==> src/rtl/counter_seq_pkg.sv <==
// Shared types for the counter sequencer: command modes, FSM states, count direction.
package counter_seq_pkg;

  typedef enum logic [1:0] {
    MODE_ONESHOT_UP   = 2'd0,
    MODE_ONESHOT_DOWN = 2'd1,
    MODE_RELOAD_UP    = 2'd2,
    MODE_PINGPONG     = 2'd3
  } mode_e;

  typedef enum logic [1:0] {
    IDLE = 2'd0,
    CLR  = 2'd1,
    LOAD = 2'd2,
    RUN  = 2'd3
  } state_e;

  localparam logic DIR_UP   = 1'b1;
  localparam logic DIR_DOWN = 1'b0;

endpackage

==> src/rtl/counter_seq_ctrl_if.sv <==
// Control/status bundle between the sequencer (master) and the up/down counter (slave).
interface counter_seq_ctrl_if #(
  parameter int N = 8
);
  logic [N-1:0] cnt_q;
  logic         cnt_max;
  logic         cnt_min;
  logic         cnt_syn_clr;
  logic         cnt_load;
  logic [N-1:0] cnt_d;
  logic         cnt_en;
  logic         cnt_up;

  modport master (
    output cnt_syn_clr, cnt_load, cnt_d, cnt_en, cnt_up,
    input  cnt_q, cnt_max, cnt_min
  );

  modport slave (
    input  cnt_syn_clr, cnt_load, cnt_d, cnt_en, cnt_up,
    output cnt_q, cnt_max, cnt_min
  );
endinterface

==> src/rtl/counter_seq_ctrl_tick_prescaler.sv <==
// Rate divider: tick is high once every div+1 cycles while restart is low.
// restart holds the count at zero so the first tick lands div cycles after release.
module tick_prescaler #(
  parameter int PW = 16
) (
  input  logic          clk,
  input  logic          reset,
  input  logic          restart,
  input  logic [PW-1:0] div,
  output logic          tick
);

  logic [PW-1:0] count;

  assign tick = (count == div);

  always_ff @(posedge clk or posedge reset) begin
    if (reset) begin
      count <= '0;
    end else if (restart || tick) begin
      count <= '0;
    end else begin
      count <= count + 1'b1;
    end
  end

endmodule

==> src/rtl/counter_seq_ctrl.sv <==
// Sequencer driving a universal up/down counter: one-shot, auto-reload and ping-pong modes.
// Counter controls are decoded from registered state only; done is a registered one-cycle pulse.
module counter_seq_ctrl
  import counter_seq_pkg::*;
#(
  parameter int N  = 8,
  parameter int PW = 16
) (
  input  logic                clk,
  input  logic                reset,
  input  logic                start,
  input  logic                stop,
  input  logic                clear,
  input  logic [1:0]          mode,
  input  logic [N-1:0]        preset,
  input  logic [N-1:0]        limit,
  input  logic [PW-1:0]       div,
  counter_seq_ctrl_if.master  cnt_if,
  output logic                busy,
  output logic                done
);

  state_e        state;
  mode_e         mode_r;
  logic [N-1:0]  preset_r;
  logic [N-1:0]  limit_r;
  logic [PW-1:0] div_r;
  logic          dir_r;

  logic tick;
  logic restart;
  logic run;
  logic at_limit;
  logic oneshot;
  logic turn;

  assign restart = (state != RUN);
  assign run     = (state == RUN);

  tick_prescaler #(.PW(PW)) u_prescaler (
    .clk     (clk),
    .reset   (reset),
    .restart (restart),
    .div     (div_r),
    .tick    (tick)
  );

  assign at_limit = (cnt_if.cnt_q == limit_r);
  assign oneshot  = (mode_r == MODE_ONESHOT_UP) || (mode_r == MODE_ONESHOT_DOWN);
  // Ping-pong reverses and steps in the same cycle, so the turnaround needs the tick.
  assign turn     = run && tick && (mode_r == MODE_PINGPONG) &&
                    ((dir_r == DIR_UP) ? cnt_if.cnt_max : cnt_if.cnt_min);

  assign busy = (state != IDLE);

  always_comb begin
    cnt_if.cnt_syn_clr = (state == CLR);
    cnt_if.cnt_load    = (state == LOAD) ||
                         (run && tick && (mode_r == MODE_RELOAD_UP) && at_limit);
    cnt_if.cnt_d       = preset_r;
    cnt_if.cnt_en      = run && tick && ((mode_r == MODE_PINGPONG) || !at_limit);
    cnt_if.cnt_up      = 1'b0;
    if (run) begin
      case (mode_r)
        MODE_ONESHOT_DOWN: cnt_if.cnt_up = 1'b0;
        MODE_PINGPONG:     cnt_if.cnt_up = turn ? ~dir_r : dir_r;
        default:           cnt_if.cnt_up = 1'b1;
      endcase
    end
  end

  always_ff @(posedge clk or posedge reset) begin
    if (reset) begin
      state    <= IDLE;
      mode_r   <= MODE_ONESHOT_UP;
      preset_r <= '0;
      limit_r  <= '0;
      div_r    <= '0;
      dir_r    <= DIR_UP;
      done     <= 1'b0;
    end else begin
      done <= 1'b0;
      if (clear) begin
        state <= CLR;
      end else begin
        case (state)
          IDLE: begin
            if (start) begin
              mode_r   <= mode_e'(mode);
              preset_r <= preset;
              limit_r  <= limit;
              div_r    <= div;
              state    <= LOAD;
            end
          end
          CLR: state <= IDLE;
          LOAD: begin
            if (stop) begin
              state <= IDLE;
            end else begin
              state <= RUN;
              dir_r <= DIR_UP;
            end
          end
          RUN: begin
            if (stop) begin
              state <= IDLE;
            end else if (oneshot) begin
              if (at_limit) begin
                state <= IDLE;
                done  <= 1'b1;
              end
            end else if (mode_r == MODE_RELOAD_UP) begin
              if (tick && at_limit) done <= 1'b1;
            end else if (turn) begin
              dir_r <= (dir_r == DIR_UP) ? DIR_DOWN : DIR_UP;
              done  <= 1'b1;
            end
          end
          default: state <= IDLE;
        endcase
      end
    end
  end

endmodule

==> src/flat_wrapper.sv <==
// flat-port wrapper written by rule: the top's interface ports become plain ports
module counter_seq_ctrl_flat import counter_seq_pkg::*;
#(
  parameter int N  = 8,
  parameter int PW = 16
)
  (clk, reset, start, stop, clear, mode, preset, limit, div, busy, done, cnt_if_cnt_syn_clr, cnt_if_cnt_load, cnt_if_cnt_d, cnt_if_cnt_en, cnt_if_cnt_up, cnt_if_cnt_q, cnt_if_cnt_max, cnt_if_cnt_min);
  counter_seq_ctrl_if #(.N(N)) cnt_if_i ();
  input  logic clk;
  input  logic reset;
  input  logic start;
  input  logic stop;
  input  logic clear;
  input  logic [1:0] mode;
  input  logic [N-1:0] preset;
  input  logic [N-1:0] limit;
  input  logic [PW-1:0] div;
  output logic busy;
  output logic done;
  output wire logic [$bits(cnt_if_i.cnt_syn_clr)-1:0] cnt_if_cnt_syn_clr;
  output wire logic [$bits(cnt_if_i.cnt_load)-1:0] cnt_if_cnt_load;
  output wire logic [$bits(cnt_if_i.cnt_d)-1:0] cnt_if_cnt_d;
  output wire logic [$bits(cnt_if_i.cnt_en)-1:0] cnt_if_cnt_en;
  output wire logic [$bits(cnt_if_i.cnt_up)-1:0] cnt_if_cnt_up;
  input wire logic [$bits(cnt_if_i.cnt_q)-1:0] cnt_if_cnt_q;
  input wire logic [$bits(cnt_if_i.cnt_max)-1:0] cnt_if_cnt_max;
  input wire logic [$bits(cnt_if_i.cnt_min)-1:0] cnt_if_cnt_min;
  assign cnt_if_cnt_syn_clr = cnt_if_i.cnt_syn_clr;
  assign cnt_if_cnt_load = cnt_if_i.cnt_load;
  assign cnt_if_cnt_d = cnt_if_i.cnt_d;
  assign cnt_if_cnt_en = cnt_if_i.cnt_en;
  assign cnt_if_cnt_up = cnt_if_i.cnt_up;
  assign cnt_if_i.cnt_q = cnt_if_cnt_q;
  assign cnt_if_i.cnt_max = cnt_if_cnt_max;
  assign cnt_if_i.cnt_min = cnt_if_cnt_min;
  counter_seq_ctrl #(.N(N), .PW(PW)) u_core (.clk(clk), .reset(reset), .start(start), .stop(stop), .clear(clear), .mode(mode), .preset(preset), .limit(limit), .div(div), .cnt_if(cnt_if_i), .busy(busy), .done(done));
endmodule
==> config.mk <==
export PLATFORM = sky130hd
export DESIGN_NAME = counter_seq_ctrl_flat
export DESIGN_NICKNAME = d
export VERILOG_FILES = /design/src/rtl/counter_seq_pkg.sv /design/src/rtl/counter_seq_ctrl_if.sv /design/src/rtl/counter_seq_ctrl_tick_prescaler.sv /design/src/rtl/counter_seq_ctrl.sv /design/src/flat_wrapper.sv
export SDC_FILE = /design/constraint.sdc
export NUM_CORES = 1
export LEC_CHECK = 0
export CORE_ASPECT_RATIO = 2
export CORE_MARGIN = 5
export CORE_UTILIZATION = 55
export CTS_BUF_LIST = sky130_fd_sc_hd__clkbuf_8
export CTS_CLUSTER_DIAMETER = 150
export DETAILED_ROUTE_END_ITERATION = 10
export GPL_TIMING_DRIVEN = 0
export HOLD_SLACK_MARGIN = 0.1
export PLACE_DENSITY_LB_ADDON = 0.2
export SLEW_MARGIN = 40
export SYNTH_ARGS = -nofsm -noshare
export SYNTH_HDL_FRONTEND = slang
export SYNTH_SLANG_ARGS = --single-unit
export TNS_END_PERCENT = 50
==> constraint.sdc <==
create_clock -name clk -period 3.6 [get_ports clk]
set_clock_uncertainty 0.2 [all_clocks]
set_input_delay 0.36 -clock clk [delete_from_list [all_inputs] [get_ports clk]]
set_output_delay 0.36 -clock clk [all_outputs]
set_load 0.05 [all_outputs]
Word level (Yosys, flattened, before mapping)
Cells that the tools add are included.
Widths: inputs -> output; s select.
{ "classes": {"n_addsub": 1, "eq_ne": 17, "mux": 27, "bitwise": 2, "reduce_logical": 19} }
{ "op_table": {"columns": ["op", "n"], "rows": [
  ["$mux 1", 17],
  ["$add 16x1->16 const B", 1],
  ["$eq 16x16->1", 1],
  ["$mux 16", 1],
  ["$mux 2", 6],
  ["$ne 2x2->1 const B", 6],
  ["$eq 2x2->1 const B", 4],
  ["$eq 8x8->1", 1],
  ["$ne 4x4->1 const B", 2],
  ["$pmux 2 s4", 1],
  ["$logic_and 1x1->1", 7],
  ["$reduce_and 7->1", 1],
  ["$reduce_and 3->1", 2],
  ["$eq 2x1->1 const B", 2],
  ["$logic_not 2->1", 2],
  ["$logic_or 1x1->1", 4],
  ["$pmux 1 s2", 2],
  ["$reduce_bool 2->1", 2],
  ["$ne 3x3->1 const B", 1],
  ["$not 1->1", 2],
  ["$logic_not 1->1", 1]
]} }
{ "totals": {"regBits": 54, "input_bits": 49, "out_inout_bits": 14, "word_cells": 74} }

Longest topological paths before layout
Gate-level depths: netlist (run 1).
{ "logic_depth": {"ltp_word": 10, "ltp_mapped": 6, "depth_no_buf": 6} }

Modules after synthesis
A second synthesis (run 1) with hierarchy kept.
{ "hier_totals": {"hier_cells": 224, "hier_area_um2": 2795.2} }
{ "by_module_without_submodules": {"columns": ["mod", "instances", "cells_per_inst", "area_per_inst_um2", "seq_area_each_um2"], "rows": [
  ["counter_seq_ctrl", 1, 123, 1809.2, 952.2],
  ["tick_prescaler", 1, 101, 985.9, 400.4]
]} }

Worst setup path before layout (run 1)
OpenSTA, ideal clock, no wires.
{ "synth_path": {"kind": "register -> output", "start": "reg u_core.u_prescaler.count[6]", "end": "out cnt_if_cnt_en", "t_arrival_ps": 2230, "required_ps": 3040, "slack_ps": 810, "stages_incl_launch_ff": 5, "n_path_buf": 0, "cell_sequence": "dfrtp_1 > xor2_1 > nor4_1 > nand4_2 > nor3_1"} }
{ "synth_via": {"elab_chain_cells": 3} }
{ "synth_lines": {"columns": ["item", "line_no", "rtl"], "rows": [
  ["start: declaration", "counter_seq_ctrl_tick_prescaler.sv:13", "logic [PW-1:0] count;"],
  ["start signal: assignment", "counter_seq_ctrl_tick_prescaler.sv:23", "count <= count + 1'b1;"],
  ["$eq 16x16->1", "counter_seq_ctrl_tick_prescaler.sv:15", "assign tick = (count == div);"],
  ["$logic_and 1x1->1 (2 in series)", "counter_seq_ctrl.sv:61", "cnt_if.cnt_en = run && tick && ((mode_r == MODE_PINGPONG) || !at_limit);"],
  ["end: declaration", "flat_wrapper.sv:23", "output wire logic [$bits(cnt_if_i.cnt_en)-1:0] cnt_if_cnt_en;"]
]} }
No other way between the ends.

Worst setup path after layout (run 1)
{ "layout_path": {"start": "reg u_core.u_prescaler.count[4]", "end": "out cnt_if_cnt_up"} }
{ "layout_via": {"elab_chain_cells": 7} }
{ "layout_lines": {"columns": ["item", "line_no", "rtl"], "rows": [
  ["$eq 16x16->1", "counter_seq_ctrl_tick_prescaler.sv:15", null],
  ["$logic_and 1x1->1 (3 in series)", "counter_seq_ctrl.sv:51", "assign turn = run && tick && (mode_r == MODE_PINGPONG) &&"],
  ["$mux 1", "counter_seq_ctrl.sv:66", "MODE_PINGPONG: cnt_if.cnt_up = turn ? ~dir_r : dir_r;"],
  ["$pmux 1 s2", "counter_seq_ctrl.sv:64", "case (mode_r)"],
  ["$mux 1", "counter_seq_ctrl.sv:63", "if (run) begin"],
  ["end: declaration", "flat_wrapper.sv:24", "output wire logic [$bits(cnt_if_i.cnt_up)-1:0] cnt_if_cnt_up;"]
]} }
No other way between the ends.

==> reports/summary.txt, run 1 <==
Largest net degree at the start of global routing -> 37
Inst Count DP -> 331
Syn_nets -> 263
Synthesized cell area -> 2561 um2
GPL Wtd Cong -> 0.9078
Maxcap violations -> 0
Die Area -> 6204 um2
Final instance area -> 3388 um2
Clk pin slew, worst setup/hold paths -> 0.09 ns
Post-DRT Antenna Nets -> 0
Fillcell total -> 352
Vias -> 1864
Min cycle time layout -> 3.476 ns
Rows -> 35
CTS Buf Count -> 5
Post-synth top area share -> 51.78%
Vias in the first global route -> 2027
CTS Sinks -> 54
Final setup viols -> 0
Hpwl dp -> 4284 um
RSZ-0062 raised after global routing -> false
Worst Setup Path Type -> reg2out
CP required -> 3.04 ns
CTS Hold Buffers Added -> 0
First-pass GRT wire length -> 8866 um
Top FF cell, synth -> dfrtp_1
Sequential fraction of the synthesis area -> 52.81%
NumNets Final -> 333
Via density -> 5.515
Async SR Flop Fraction -> 100.0%
CTS root buf -> clkbuf_8
Placed inst area -> 3273 um2
Initial Util -> 56.24%
Core area -> 4554 um2
Static leakage -> 1.446 nW
Status -> complete, no violations
Chip height -> 106.5 um
Post_cts resized -> 0
Biggest area consumer among synthesized cells -> dfrtp_1
Worst Setup End Kind -> output port
Fin. max-slew vios -> 0
Final Instance Count excl. Fillers -> 338
Worst-margin pin slew -> 0.5124 ns
I/O Pins -> 63
Peak VDD IR -> 372.2 uV
Largest cells by area after synthesis -> dfrtp_1 52%, mux2_2 15%, xor2_1 8.2%
Share of cells above drive strength 1 -> 19.79%
Final hold slack -> 0.1420 ns
Post-synth cell types -> 36
Most common cell in the netlist -> dfrtp_1
Crit share post-route -> 96.57%
Drt total wl -> 5527 um
Layout area overhead -> 32.29%
Buffers on Ports -> 62
Slew Limit Headroom -> 65.77%
WP data arrival -> 2.92 ns
DRT Pass-1 Iters -> 4
Setup TNS -> 0 ns
Synthesis Warnings -> 0
Initial antenna violation count -> 0
Synthesis-stage register bit count -> 54
All-layer global routing usage -> 18.75%
Tightest Hold Check Type -> in2async
# Post-CTS Setup Buffers -> 0
Max Clk Rate -> 0.2877 GHz
Total congestion overflow -> 0
Clock Tree Buf Depth -> 2
Avg WL per Cell -> 16.35 um
Iter 0 DRT Violations -> 39
CTS tree -> yes
Max Fanout on Critical Path -> 8
PwrDens -> 462.1 nW/um2
H-Tree Depth -> 2
DRC -> 0
Final hold vios -> 0
Number of enable flip-flop cells after synthesis -> 0
Top cells by count, synth -> 53 x dfrtp_1, 33 x mux2_2, 24 x xor2_1, 18 x nor2_1, 14 x xnor2_1
Avg Synthesized Cell Area -> 12.02 um2
Mapped Cells -> 213
Worst skew pair latency -> 0.30 ns
Diodes inserted -> 0
CP startpoint kind -> register
Die Wd -> 58.26 um
Total Power -> 1.566 mW
-- layout by cell type, fill, tap and decap left out, drive strengths merged, types with 6 or more instances in the layout --
master	instances
mux2	33
nand2	9
nor2	18
xor2	24
buf	6
clkdlybuf4s50	61
nand3	6
clkbuf	6
inv	6
dfrtp	53
xnor2	14
and3	6
-- sequential cells by signal (all words and copies together), names as in the netlist --
name,cells
u_core.state,2
u_core.done,1
u_core.cnt_if.cnt_d,8
u_core.div_r,16
u_core.dir_r,1
u_core.u_prescaler.count,16
u_core.mode_r,2
u_core.limit_r,8
-- report_power, final --
part	total (mW)	leakage (nW)	switching [mW]	internal, mW
combinational	0.395	0.713	0.193	0.202
clock	0.405	0.0573	0.183	0.223
sequential	0.765	0.676	0.0670	0.698
total	1.57	1.45	0.443	1.12
-- layout make-up --
type / instances / area (um2) / share of cell area (%)
sequential: 54 / 1353 / 39.92
multi-input combinational: 148 / 1161 / 34.27
timing repair buffer: 63 / 643.1 / 18.98
clock buffer: 6 / 82.58 / 2.437
tap: 55 / 68.82 / 2.031
clock inverter: 1 / 30.03 / 0.8863
buffer: 5 / 25.02 / 0.7386
inverter: 6 / 25.02 / 0.7386
-- critical path, cell delays in order, from the launching register on --
cell,delay (ns)
dfrtp_1,0.44
xor2_1,0.18
nor4_1,0.45
nand4_2,0.29
nor4_1,0.32
a211o_2,0.15
clkdlybuf4s50_1,0.79
-- stage by stage --
step	utilization [%]	worst slack, ns
2_1_floorplan	-	0.8105
3_3_place_gp	71.37	0.2583
3_5_place_dp	71.87	0.2552
4_1_cts	74.34	0.03653
5_1_grt	74.40	0.01595
6_report	74.40	0.1236
-- cell families after synthesis --
logic type,count (synthesis),synth area share (%)
xor gates and xnor gates,38,12.99
buffers and inverters,11,1.856
AOI/OAI and AO/OA,13,3.811
muxes,33,14.51
adders and majority gates,1,0.4884
and+or+nand+nor,63,13.53
DFF,54,52.81
-- metal layers --
metal  share of wire (%)  global-route usage [%]  vias up
met4                 2.6                   7.794        0
met5                   0                       0        -
li1                    -                       -      871
met1                  36                   18.57      922
met2                  57                   36.33       58
met3                 4.5                   3.038       13
-- path summary, 6_finish.rpt --
kind,startpoint,to,slack (ns),depth (start not counted)
hold reg to reg,u_core.cnt_if.cnt_d[4]$_DFFE_PP0P_,u_core.cnt_if.cnt_d[4]$_DFFE_PP0P_,0.31,1
setup reg to reg,u_core.u_prescaler.count[4]$_DFF_PP0_,u_core.u_prescaler.count[7]$_DFF_PP0_,1.24,6
setup / recovery,u_core.u_prescaler.count[4]$_DFF_PP0_,cnt_if_cnt_up,0.12,6
max in group asynchronous,reset,u_core.dir_r$_DFFE_PP1P_,2.53,3
hold / removal,reset,u_core.limit_r[1]$_DFFE_PP0P_,0.14,2
min in group clk,u_core.cnt_if.cnt_d[4]$_DFFE_PP0P_,u_core.cnt_if.cnt_d[4]$_DFFE_PP0P_,0.31,1
(Power assumes the default switching activity.)
==> inputs of run 2 (changes only) <==
==> constraint.sdc (replaced) <==
create_clock -name clk -period 3.6 [get_ports clk]
set_clock_uncertainty 0.2 [all_clocks]
set_input_delay 0.36 -clock clk [delete_from_list [all_inputs] [get_ports clk]]
set_output_delay 0.36 -clock clk [all_outputs]
set_load 0.01 [all_outputs]
==> run 2 against run 1 <==
Clock power barely moved. Sequential power is essentially flat. Hold slack stayed put. Non-clock buffer count unchanged. Sequential share of layout area about the same. Maximum frequency rose by 7.0%. Worst setup slack better by 0.23 ns. Via count did not move. Critical path type unchanged. Highest routed layer unchanged.
==> reports/summary.txt, run 2 (synthesized netlist as in run 1, its figures left out) <==
Status -> complete, no violations
Fin. max-slew vios -> 0 (unchanged)
Chip height -> 106.5 um (unchanged)
CTS tree -> yes
CTS Sinks -> 54 (unchanged)
Max Fanout on Critical Path -> 8 (unchanged)
Hpwl dp -> 4284 um (unchanged)
Core area -> 4554 um2 (unchanged)
Max Clk Rate -> 0.3078 GHz (+7.0%)
GRT busiest layer -> met2
Worst Setup End Kind -> output port
Diodes inserted -> 0 (unchanged)
NumNets Final -> 333 (unchanged)
PwrDens -> 440.4 nW/um2 (-4.7%)
CP Cell Sequence -> xor2_1 > nor4_1 > nand4_2 > o41ai_1 > and2_1 > clkdlybuf4s50_1
First-pass GRT wire length -> 8866 um (unchanged)
Initial antenna violation count -> 0 (unchanged)
Crit share post-route -> 90.24% (-6.3 points)
M3 GR Usage -> 3.038% (unchanged)
Slowest stage cell, crit path -> clkdlybuf4s50_1
Most frequent cells in the layout -> 62 x clkdlybuf4s50_1, 53 x dfrtp_1, 33 x mux2_2, 24 x xor2_1, 18 x nor2_1
# Post-CTS Setup Buffers -> 0 (unchanged)
CTS Buf Count -> 5 (unchanged)
Die Wd -> 58.26 um (unchanged)
Largest net degree at the start of global routing -> 37 (unchanged)
Peak VDD IR -> 372.1 uV (about the same)
Commonest non-fill, non-tap cell in the layout -> clkdlybuf4s50_1
CTS Hold Buffers Added -> 0 (unchanged)
Post_cts resized -> 0 (unchanged)
Worst-margin pin slew -> 0.5124 ns (unchanged)
Initial Util -> 56.24% (unchanged)
Worst path max stage delay -> 0.53 ns (-0.26 ns)
Final setup viols -> 0 (unchanged)
Slew Limit Headroom -> 65.77% (unchanged)
WP data arrival -> 2.69 ns (-0.23 ns)
Clk pin slew, worst setup/hold paths -> 0.09 ns (about the same)
Avg WL per Cell -> 16.35 um (about the same)
CP required -> 3.04 ns (about the same)
Post-DRT Antenna Nets -> 0 (unchanged)
Share of cells above drive strength 1 -> 19.79% (unchanged)
Buffers on Ports -> 62 (unchanged)
Static leakage -> 1.429 nW (-1.2%)
Final hold slack -> 0.1420 ns (unchanged)
Crit-path leading delay family -> simple AND/OR/NAND/NOR gates
I/O Pins -> 63 (unchanged)
Rows -> 35 (unchanged)
GPL Wtd Cong -> 0.9078 (unchanged)
Total congestion overflow -> 0 (unchanged)
Setup TNS -> 0 ns (unchanged)
Met2 global-route usage -> 36.33% (unchanged)
DRC -> 0 (unchanged)
Final WS setup -> 0.3515 ns (+0.2279 ns)
Layout area overhead -> 32.19% (about the same)
Fillcell total -> 352 (unchanged)
Min cycle time layout -> 3.249 ns (-0.2279 ns)
Die Area -> 6204 um2 (unchanged)
Iter 0 DRT Violations -> 38 (-2.6%)
Drt total wl -> 5526 um (about the same)
Final hold vios -> 0 (unchanged)
M1 GR Usage -> 18.57% (unchanged)
Worst skew pair latency -> 0.30 ns (about the same)
Buf+Inv Stages, Crit Path -> 1 (unchanged)
Via density -> 5.515 (unchanged)
Pre-CTS setup slack -> 0.5223 ns (+0.2671 ns)
DRT Pass-1 Iters -> 4 (unchanged)
CP startpoint kind -> register
Vias in the first global route -> 2027 (unchanged)
Worst reg-to-reg setup slack -> 1.24 ns (about the same)
Worst Setup Path Type -> reg2out
Tightest Hold Check Type -> in2async
Vias -> 1864 (unchanged)
All-layer global routing usage -> 18.75% (unchanged)
Top Registers -> u_core.div_r x16, u_core.u_prescaler.count x16
Clock Tree Buf Depth -> 2 (unchanged)
RSZ-0062 raised after global routing -> false
Maxcap violations -> 0 (unchanged)
CTS root buf -> clkbuf_8
H-Tree Depth -> 2 (unchanged)
run 2: cell count changes in the layout (fill, tap and decap cells not counted):
cell / delta
dlymetal6s2s_1: -1
clkdlybuf4s50_1: +1
run 2: power by group:
part	internal (mW)	leakage (nW)	total, mW	switching (mW)
clock	0.223	0.0573	0.405	0.183
sequential	0.698	0.676	0.765	0.0670
combinational	0.202	0.696	0.320	0.118
run 2: layer usage:
layer | share of wire [%] | up-vias | routed length, um
met4 | 2.6 | 0 | 141
li1 | - | 871 | -
met1 | 36 | 922 | 2006
met2 | 57 | 58 | 3131
met5 | 0 | - | 0
met3 | 4.5 | 13 | 246
run 2: path summary, 6_finish.rpt:
kind	startpoint	to	cells after the start
max	u_core.u_prescaler.count[4]$_DFF_PP0_	cnt_if_cnt_load	6
min	reset	u_core.limit_r[1]$_DFFE_PP0P_	2
max reg2reg	u_core.u_prescaler.count[4]$_DFF_PP0_	u_core.u_prescaler.count[7]$_DFF_PP0_	6
min reg2reg	u_core.cnt_if.cnt_d[4]$_DFFE_PP0P_	u_core.cnt_if.cnt_d[4]$_DFFE_PP0P_	1
max in group asynchronous	reset	u_core.dir_r$_DFFE_PP1P_	3
min in group clk	u_core.cnt_if.cnt_d[4]$_DFFE_PP0P_	u_core.cnt_if.cnt_d[4]$_DFFE_PP0P_	1
run 2: layout make-up:
cell class                      count  area, um2  area share (%)
Tap cell                           55      68.82           2.033
Clock buffer                        6      82.58           2.439
Buffer                              5      25.02          0.7391
Multi-Input combinational cell    148       1161           34.29
Inverter                            6      25.02          0.7391
Sequential cell                    54       1353           39.95
Timing Repair Buffer               63      640.6           18.92
Clock inverter                      1      30.03          0.8869
run 2: through the flow:
stage | cell area, um2 | utilization, % | instances | total power [mW]
2_1_floorplan | 2561 | - | 213 | 0.9454
3_3_place_gp | 3251 | 71.37 | 330 | 1.083
3_5_place_dp | 3273 | 71.87 | 331 | 1.103
4_1_cts | 3386 | 74.34 | 338 | 1.511
5_1_grt | 3386 | 74.34 | 338 | 1.573
6_report | 3386 | 74.34 | 338 | 1.491
==> inputs of run 3 (changes only) <==
--- a/config.mk
+++ b/config.mk
@@ -10,6 +10,7 @@
 export CORE_UTILIZATION = 55
 export CTS_BUF_LIST = sky130_fd_sc_hd__clkbuf_8
 export CTS_CLUSTER_DIAMETER = 150
+export CTS_CLUSTER_SIZE = 10
 export DETAILED_ROUTE_END_ITERATION = 10
 export GPL_TIMING_DRIVEN = 0
 export HOLD_SLACK_MARGIN = 0.1
==> results of run 3 <==
Same layout as run 2: the final DEF is identical, and so are final timing and power.
